## config.mk

```make
export PLATFORM = sky130hd
export DESIGN_NAME = completion_arbiter
export DESIGN_NICKNAME = d
export VERILOG_FILES = /design/src/rtl/completion_arbiter.sv
export SDC_FILE = /design/constraint.sdc
export NUM_CORES = 1
export LEC_CHECK = 0
export BUFFER_PORTS_ARGS = -buffer_cell sky130_fd_sc_hd__buf_2
export CAP_MARGIN = 20
export CORE_ASPECT_RATIO = 1.4
export CORE_MARGIN = 4
export CORE_UTILIZATION = 25
export CTS_CLUSTER_SIZE = 12
export DETAILED_ROUTE_END_ITERATION = 16
export HOLD_SLACK_MARGIN = 0.05
export SETUP_SLACK_MARGIN = 0.02
export SLEW_MARGIN = 0
export SYNTH_ARGS = -nofsm -noshare
export SYNTH_HDL_FRONTEND = slang
export SYNTH_SLANG_ARGS = --single-unit
```

## constraint.sdc

```tcl
create_clock -name clk -period 15.9 [get_ports clk]
set_input_delay 2.385 -clock clk [delete_from_list [all_inputs] [get_ports clk]]
set_output_delay 2.385 -clock clk [all_outputs]
set_load 0.01 [all_outputs]
```

## src/rtl/completion_arbiter.sv

```systemverilog
// Shares the ROB completion ports among the FU result buses. Each FU has a one-entry holding register, and a round-robin scheduler drains those registers.
// Define ARB_PERF_EN to add the perf_grant_count and perf_conflict_count outputs.
module completion_arbiter #(
    parameter int NUM_FU        = 5,
    parameter int NUM_PORTS     = 3,
    parameter int ROB_SIZE_LOG2 = 6,
    parameter int NUM_TAGS_LOG2 = 6,
    parameter int REG_SIZE      = 32
) (
    input  logic                     clk,
    input  logic                     rst,
    input  logic                     flush,
    input  logic                     hold_in,
    input  logic [NUM_FU-1:0]        fu_valid,
    input  logic [ROB_SIZE_LOG2-1:0] fu_rob_index    [NUM_FU],
    input  logic [NUM_TAGS_LOG2-1:0] fu_tag          [NUM_FU],
    input  logic [REG_SIZE-1:0]      fu_data         [NUM_FU],
    output logic [NUM_FU-1:0]        fu_ready,
    output logic [NUM_PORTS-1:0]     complete,
    output logic [ROB_SIZE_LOG2-1:0] rob_index       [NUM_PORTS],
    output logic [NUM_TAGS_LOG2-1:0] tag_rd_complete [NUM_PORTS],
    output logic [REG_SIZE-1:0]      data_rd         [NUM_PORTS]
`ifdef ARB_PERF_EN
    ,
    output logic [31:0]              perf_grant_count,
    output logic [31:0]              perf_conflict_count
`endif
);

    localparam int PTR_W = (NUM_FU > 1) ? $clog2(NUM_FU) : 1;
    localparam int CNT_W = $clog2(NUM_PORTS + 1);

    logic [NUM_FU-1:0]        held;
    logic [ROB_SIZE_LOG2-1:0] held_rob  [NUM_FU];
    logic [NUM_TAGS_LOG2-1:0] held_tag  [NUM_FU];
    logic [REG_SIZE-1:0]      held_data [NUM_FU];

    logic [PTR_W-1:0]         rr_ptr;
    logic [PTR_W-1:0]         rr_ptr_next;
    logic [PTR_W-1:0]         scan_idx;
    logic [PTR_W-1:0]         last_idx;
    logic [CNT_W-1:0]         grant_cnt;
    logic [NUM_FU-1:0]        granted;
    logic [NUM_PORTS-1:0]     port_vld;
    logic [PTR_W-1:0]         port_sel  [NUM_PORTS];
    logic                     grant_en;

    assign grant_en = ~hold_in & ~flush;

    // Walk the FUs from rr_ptr and hand the first NUM_PORTS held entries to ports in scan order.
    always_comb begin
        granted   = '0;
        port_vld  = '0;
        grant_cnt = '0;
        scan_idx  = '0;
        last_idx  = rr_ptr;
        for (int p = 0; p < NUM_PORTS; p++) begin
            port_sel[p] = '0;
        end
        for (int k = 0; k < NUM_FU; k++) begin
            scan_idx = PTR_W'((int'(rr_ptr) + k) % NUM_FU);
            if (grant_en && held[scan_idx] && (int'(grant_cnt) < NUM_PORTS)) begin
                granted[scan_idx]   = 1'b1;
                port_vld[grant_cnt] = 1'b1;
                port_sel[grant_cnt] = scan_idx;
                last_idx            = scan_idx;
                grant_cnt           = grant_cnt + CNT_W'(1);
            end
        end
        rr_ptr_next = (|granted) ? PTR_W'((int'(last_idx) + 1) % NUM_FU) : rr_ptr;
    end

    always_comb begin
        complete = port_vld;
        for (int p = 0; p < NUM_PORTS; p++) begin
            rob_index[p]       = port_vld[p] ? held_rob[port_sel[p]]  : '0;
            tag_rd_complete[p] = port_vld[p] ? held_tag[port_sel[p]]  : '0;
            data_rd[p]         = port_vld[p] ? held_data[port_sel[p]] : '0;
        end
    end

    // A slot being drained this cycle can take a new result in the same cycle.
    assign fu_ready = ~held | granted;

    always_ff @(posedge clk) begin
        if (!rst) begin
            held   <= '0;
            rr_ptr <= '0;
        end else if (flush) begin
            held <= '0;
        end else begin
            rr_ptr <= rr_ptr_next;
            for (int i = 0; i < NUM_FU; i++) begin
                if (fu_valid[i] && fu_ready[i]) begin
                    held[i] <= 1'b1;
                end else if (granted[i]) begin
                    held[i] <= 1'b0;
                end
            end
        end
    end

    // Payload registers need no reset because the outputs are masked by held and granted.
    always_ff @(posedge clk) begin
        for (int i = 0; i < NUM_FU; i++) begin
            if (rst && !flush && fu_valid[i] && fu_ready[i]) begin
                held_rob[i]  <= fu_rob_index[i];
                held_tag[i]  <= fu_tag[i];
                held_data[i] <= fu_data[i];
            end
        end
    end

`ifdef ARB_PERF_EN
    always_ff @(posedge clk) begin
        if (!rst) begin
            perf_grant_count    <= '0;
            perf_conflict_count <= '0;
        end else begin
            perf_grant_count <= perf_grant_count + 32'($countones(granted));
            if (grant_en && ($countones(held) > NUM_PORTS)) begin
                perf_conflict_count <= perf_conflict_count + 32'd1;
            end
        end
    end
`endif

endmodule
```

==> metrics.md <==
| Metric | Value |
|---|---|
| Slowest-stage cell, CP | `buf_4` |
| CTS max path bufs | `3` |
| WL met2 | `33.13 mm` |
| Setup crit end kind | `output port` |
| CTS tree | `built` |
| Htree depth | `1` |
| DP HPWL | `42.21 mm` |
| Pre-CTS WS | `4082 ps` |
| R2r worst-path depth | `20` |
| RSZ-0062 raised after global routing | `no` |
| Status | `completed` |
| Met1 wire length | `23.52 mm` |
| TritonCTS Buffers | `27` |
| Worst EP arrival | `10330 ps` |
| Total gr overflow | `0` |
| Slew HR | `21.72%` |
| Routed wire per std cell | `25.87 microns` |
| # rows | `106` |
| Top FF cell, synth | `edfxtp_1` |
| Cts hold-fix bufs | `0` |
| RR Startpoint | `rr_ptr[0]$_SDFFE_PN0P_` |
| Post-route setup TNS | `0 ps` |
| Slew @ Worst Pin | `1174 ps` |
| Distinct cells, synth | `95` |
| PortBufs | `368` |
| Post-route minimum period | `12710 ps` |
| Total Routing Usage GR | `18.74%` |
| Ys Warns | `0` |
| Final Worst Setup Slack | `3185 ps` |
| Clock skew | `33.73 ps` |
| Die area | `0.06484 sq mm` |
| Vias post-DR | `13660` |
| Drt first pass iters | `5` |
| Root buf cell | `clkbuf_16` |
| Final WL | `64.57 mm` |
| Max cap viols | `0` |
| Hold Path End | `rr_ptr[1]$_SDFFE_PN0P_` |
| Die Span Y | `299.7 microns` |
| Critical path type | `reg -> out` |
| First-pass GRT wire length | `92.96 mm` |
| Initial antenna violation count | `16` |
| Crit. Startpoint | `rr_ptr[0]$_SDFFE_PN0P_` |
| CP max FO | `64` |
| Max stage delay on crit path | `810 ps` |
| Clk sinks | `228` |
| Post_cts resized | `0` |
| CP startpoint kind | `flop` |
| Clk slew on worst S/H paths | `60 ps` |
| Met3 wire len | `4.874 mm` |
| Final slew viol count | `0` |
| Area growth syn-to-layout | `23.29%` |
| Nets | `1911` |
| Initial Utilization | `25.34%` |
| Largest net degree at the start of global routing | `89` |
| I/O pins | `369` |
| Vias in the first global route | `14320` |
| Final hold violation count | `0` |
| Synthesized area | `0.01519 sq mm` |
| Cell count after synthesis | `1343` |
| DR iter-0 viols | `1109` |
| Pwr Density | `121.2 mW/mm^2` |
| Final ANT Viol Nets | `0` |
| R2R Setup Slk | `7390 ps` |
| DR DRC count | `0` |
| Setup violators final | `0` |
| Period utilization | `79.97%` |
| Hold depth | `3` |
| Yosys reg bits | `228` |
| Final GP Congestion | `0.9441` |
| Layout cells sized above 1 | `31.76%` |
| VDD IR max | `0.09491 mV` |
| Max Freq | `78.65 MHz` |
| Number of synthesized flops with an enable pin | `220` |
| Die Width | `216.4 microns` |
| Post-CTS Setup Bufs | `0` |
| Worst-skew pair later-pin latency | `570 ps` |
| Leak | `6.519 nW` |
| CP required | `13520 ps` |
| Seq/Total Area, Yosys | `44.54%` |
| Via/cell ratio | `5.474` |
| Syn_nets | `1597` |
| Uppermost layer routed | `met5` |
| Post-synthesis average cell area | `11.31 sq um` |
| Post-synth ARST share | `0%` |
| Core Area | `0.05995 sq mm` |
| FF-to-FF End | `held_data[2][15]$_DFFE_PP_` |
| Worst min path class | `reg -> reg` |
| Hold path startpoint | `rr_ptr[1]$_SDFFE_PN0P_` |
## placed cells by master (no fill, tap or decap), types with 9 or more instances in the layout
| master | n |
|---|---|
| edfxtp_1 | 220 |
| a211oi_1 | 52 |
| o211ai_1 | 16 |
| ha_1 | 24 |
| nand2_1 | 131 |
| inv_1 | 24 |
| nor3_1 | 11 |
| a21oi_1 | 24 |
| mux2i_1 | 240 |
| o21ai_0 | 9 |
| nand3_1 | 20 |
| nor2_1 | 78 |
| clkbuf_16 | 27 |
| buf_4 | 25 |
| a2111oi_2 | 41 |
| a21boi_0 | 45 |
| nand4_1 | 10 |
| o221ai_1 | 93 |
| xnor2_1 | 12 |
| diode_2 | 11 |
| buf_2 | 368 |
## critical path, delay by kind of cell (launching register included)
family	cells	cell delay [ps]
buffers and inverters	9	2860
AOI/OAI and AO/OA	6	2200
adders and majority gates	5	2020
and+or+nand+nor	5	1640
muxes	2	460
DFF	1	310
## sequential cells by signal, summed over array words and instances, names as in the netlist
register   cells
held           5
held_tag      30
held_rob      30
rr_ptr         3
held_data    160
## cells in the mapped netlist (9+ instances only)
library cell | instances | area [sq um]
nor3_1 | 11 | 55.05
o21ai_0 | 9 | 45.04
o221ai_1 | 93 | 814.5
a21boi_0 | 45 | 337.8
buf_4 | 10 | 75.07
xnor2_1 | 12 | 105.1
o211ai_1 | 16 | 120.1
clkbuf_1 | 48 | 180.2
nand3_1 | 21 | 105.1
nand4_1 | 10 | 62.56
a2111oi_2 | 41 | 615.6
buf_2 | 38 | 190.2
nand2_1 | 132 | 495.5
ha_1 | 24 | 300.3
a211oi_1 | 52 | 390.4
buf_6 | 11 | 123.9
a21oi_1 | 25 | 125.1
and3_1 | 10 | 62.56
mux2i_1 | 241 | 2412
edfxtp_1 | 220 | 6606
inv_1 | 24 | 90.09
nor2_1 | 78 | 292.8
## worst max-delay path by stage
stage | end | slack, ps | cells after the start
after floorplan | data_rd[31] | 6390 | 29
after global placement | data_rd[23] | 4200 | 27
after detailed placement | tag_rd_complete[0] | 4080 | 27
after CTS | data_rd[9] | 3440 | 27
after global routing | data_rd[20] | 2610 | 27
final | data_rd[20] | 3190 | 27
## layer usage
layer,vias up,track usage (%)
met5,-,0
met4,6,8.736
met3,191,3.447
met2,770,33.86
met1,6707,21.37
li1,5989,-
## through the flow
| step | util (%) | power [mW] | hold WS, ps | cells | cell area, sq um |
|---|---|---|---|---|---|
| after floorplan | - | 1.272 | 659.3 | 1343 | 15190 |
| after global placement | 29.59 | 1.585 | 685.9 | 2436 | 17740 |
| after detailed placement | 29.59 | 1.596 | 713.1 | 2436 | 17740 |
| after CTS | 31.14 | 2.275 | 735.4 | 2483 | 18670 |
| after global routing | 31.23 | 2.371 | 770.1 | 2491 | 18720 |
| final | 31.25 | 2.271 | 731.0 | 2496 | 18730 |
## kinds of logic after synthesis
kind of cell    synth area share (%)
fa+ha+maj                      2.108
xor+xnor                      0.8071
mux                            17.07
compound gates                 21.44
buf+inv                        4.488
simple gates                   9.553
flops                          44.54
## power by group
part           leakage (nW)  switching [mW]  total, mW  internal, mW
clock                 0.450           0.262      0.669         0.407
sequential             2.08          0.0165      0.701         0.684
combinational          3.99           0.583      0.901         0.319
total                  6.52           0.861       2.27          1.41
## layout make-up
type                    count  area [sq um]
diodes                     11         27.53
clock buffers              31         690.7
clock inverters            16         240.2
fillers                  6192         41220
inverters                  28         105.1
multi-input cells         978          7830
flip-flops and latches    228          6768
well taps                 810          1013
repair buffers            394          2057
Power figures use the tool's default switching activity.
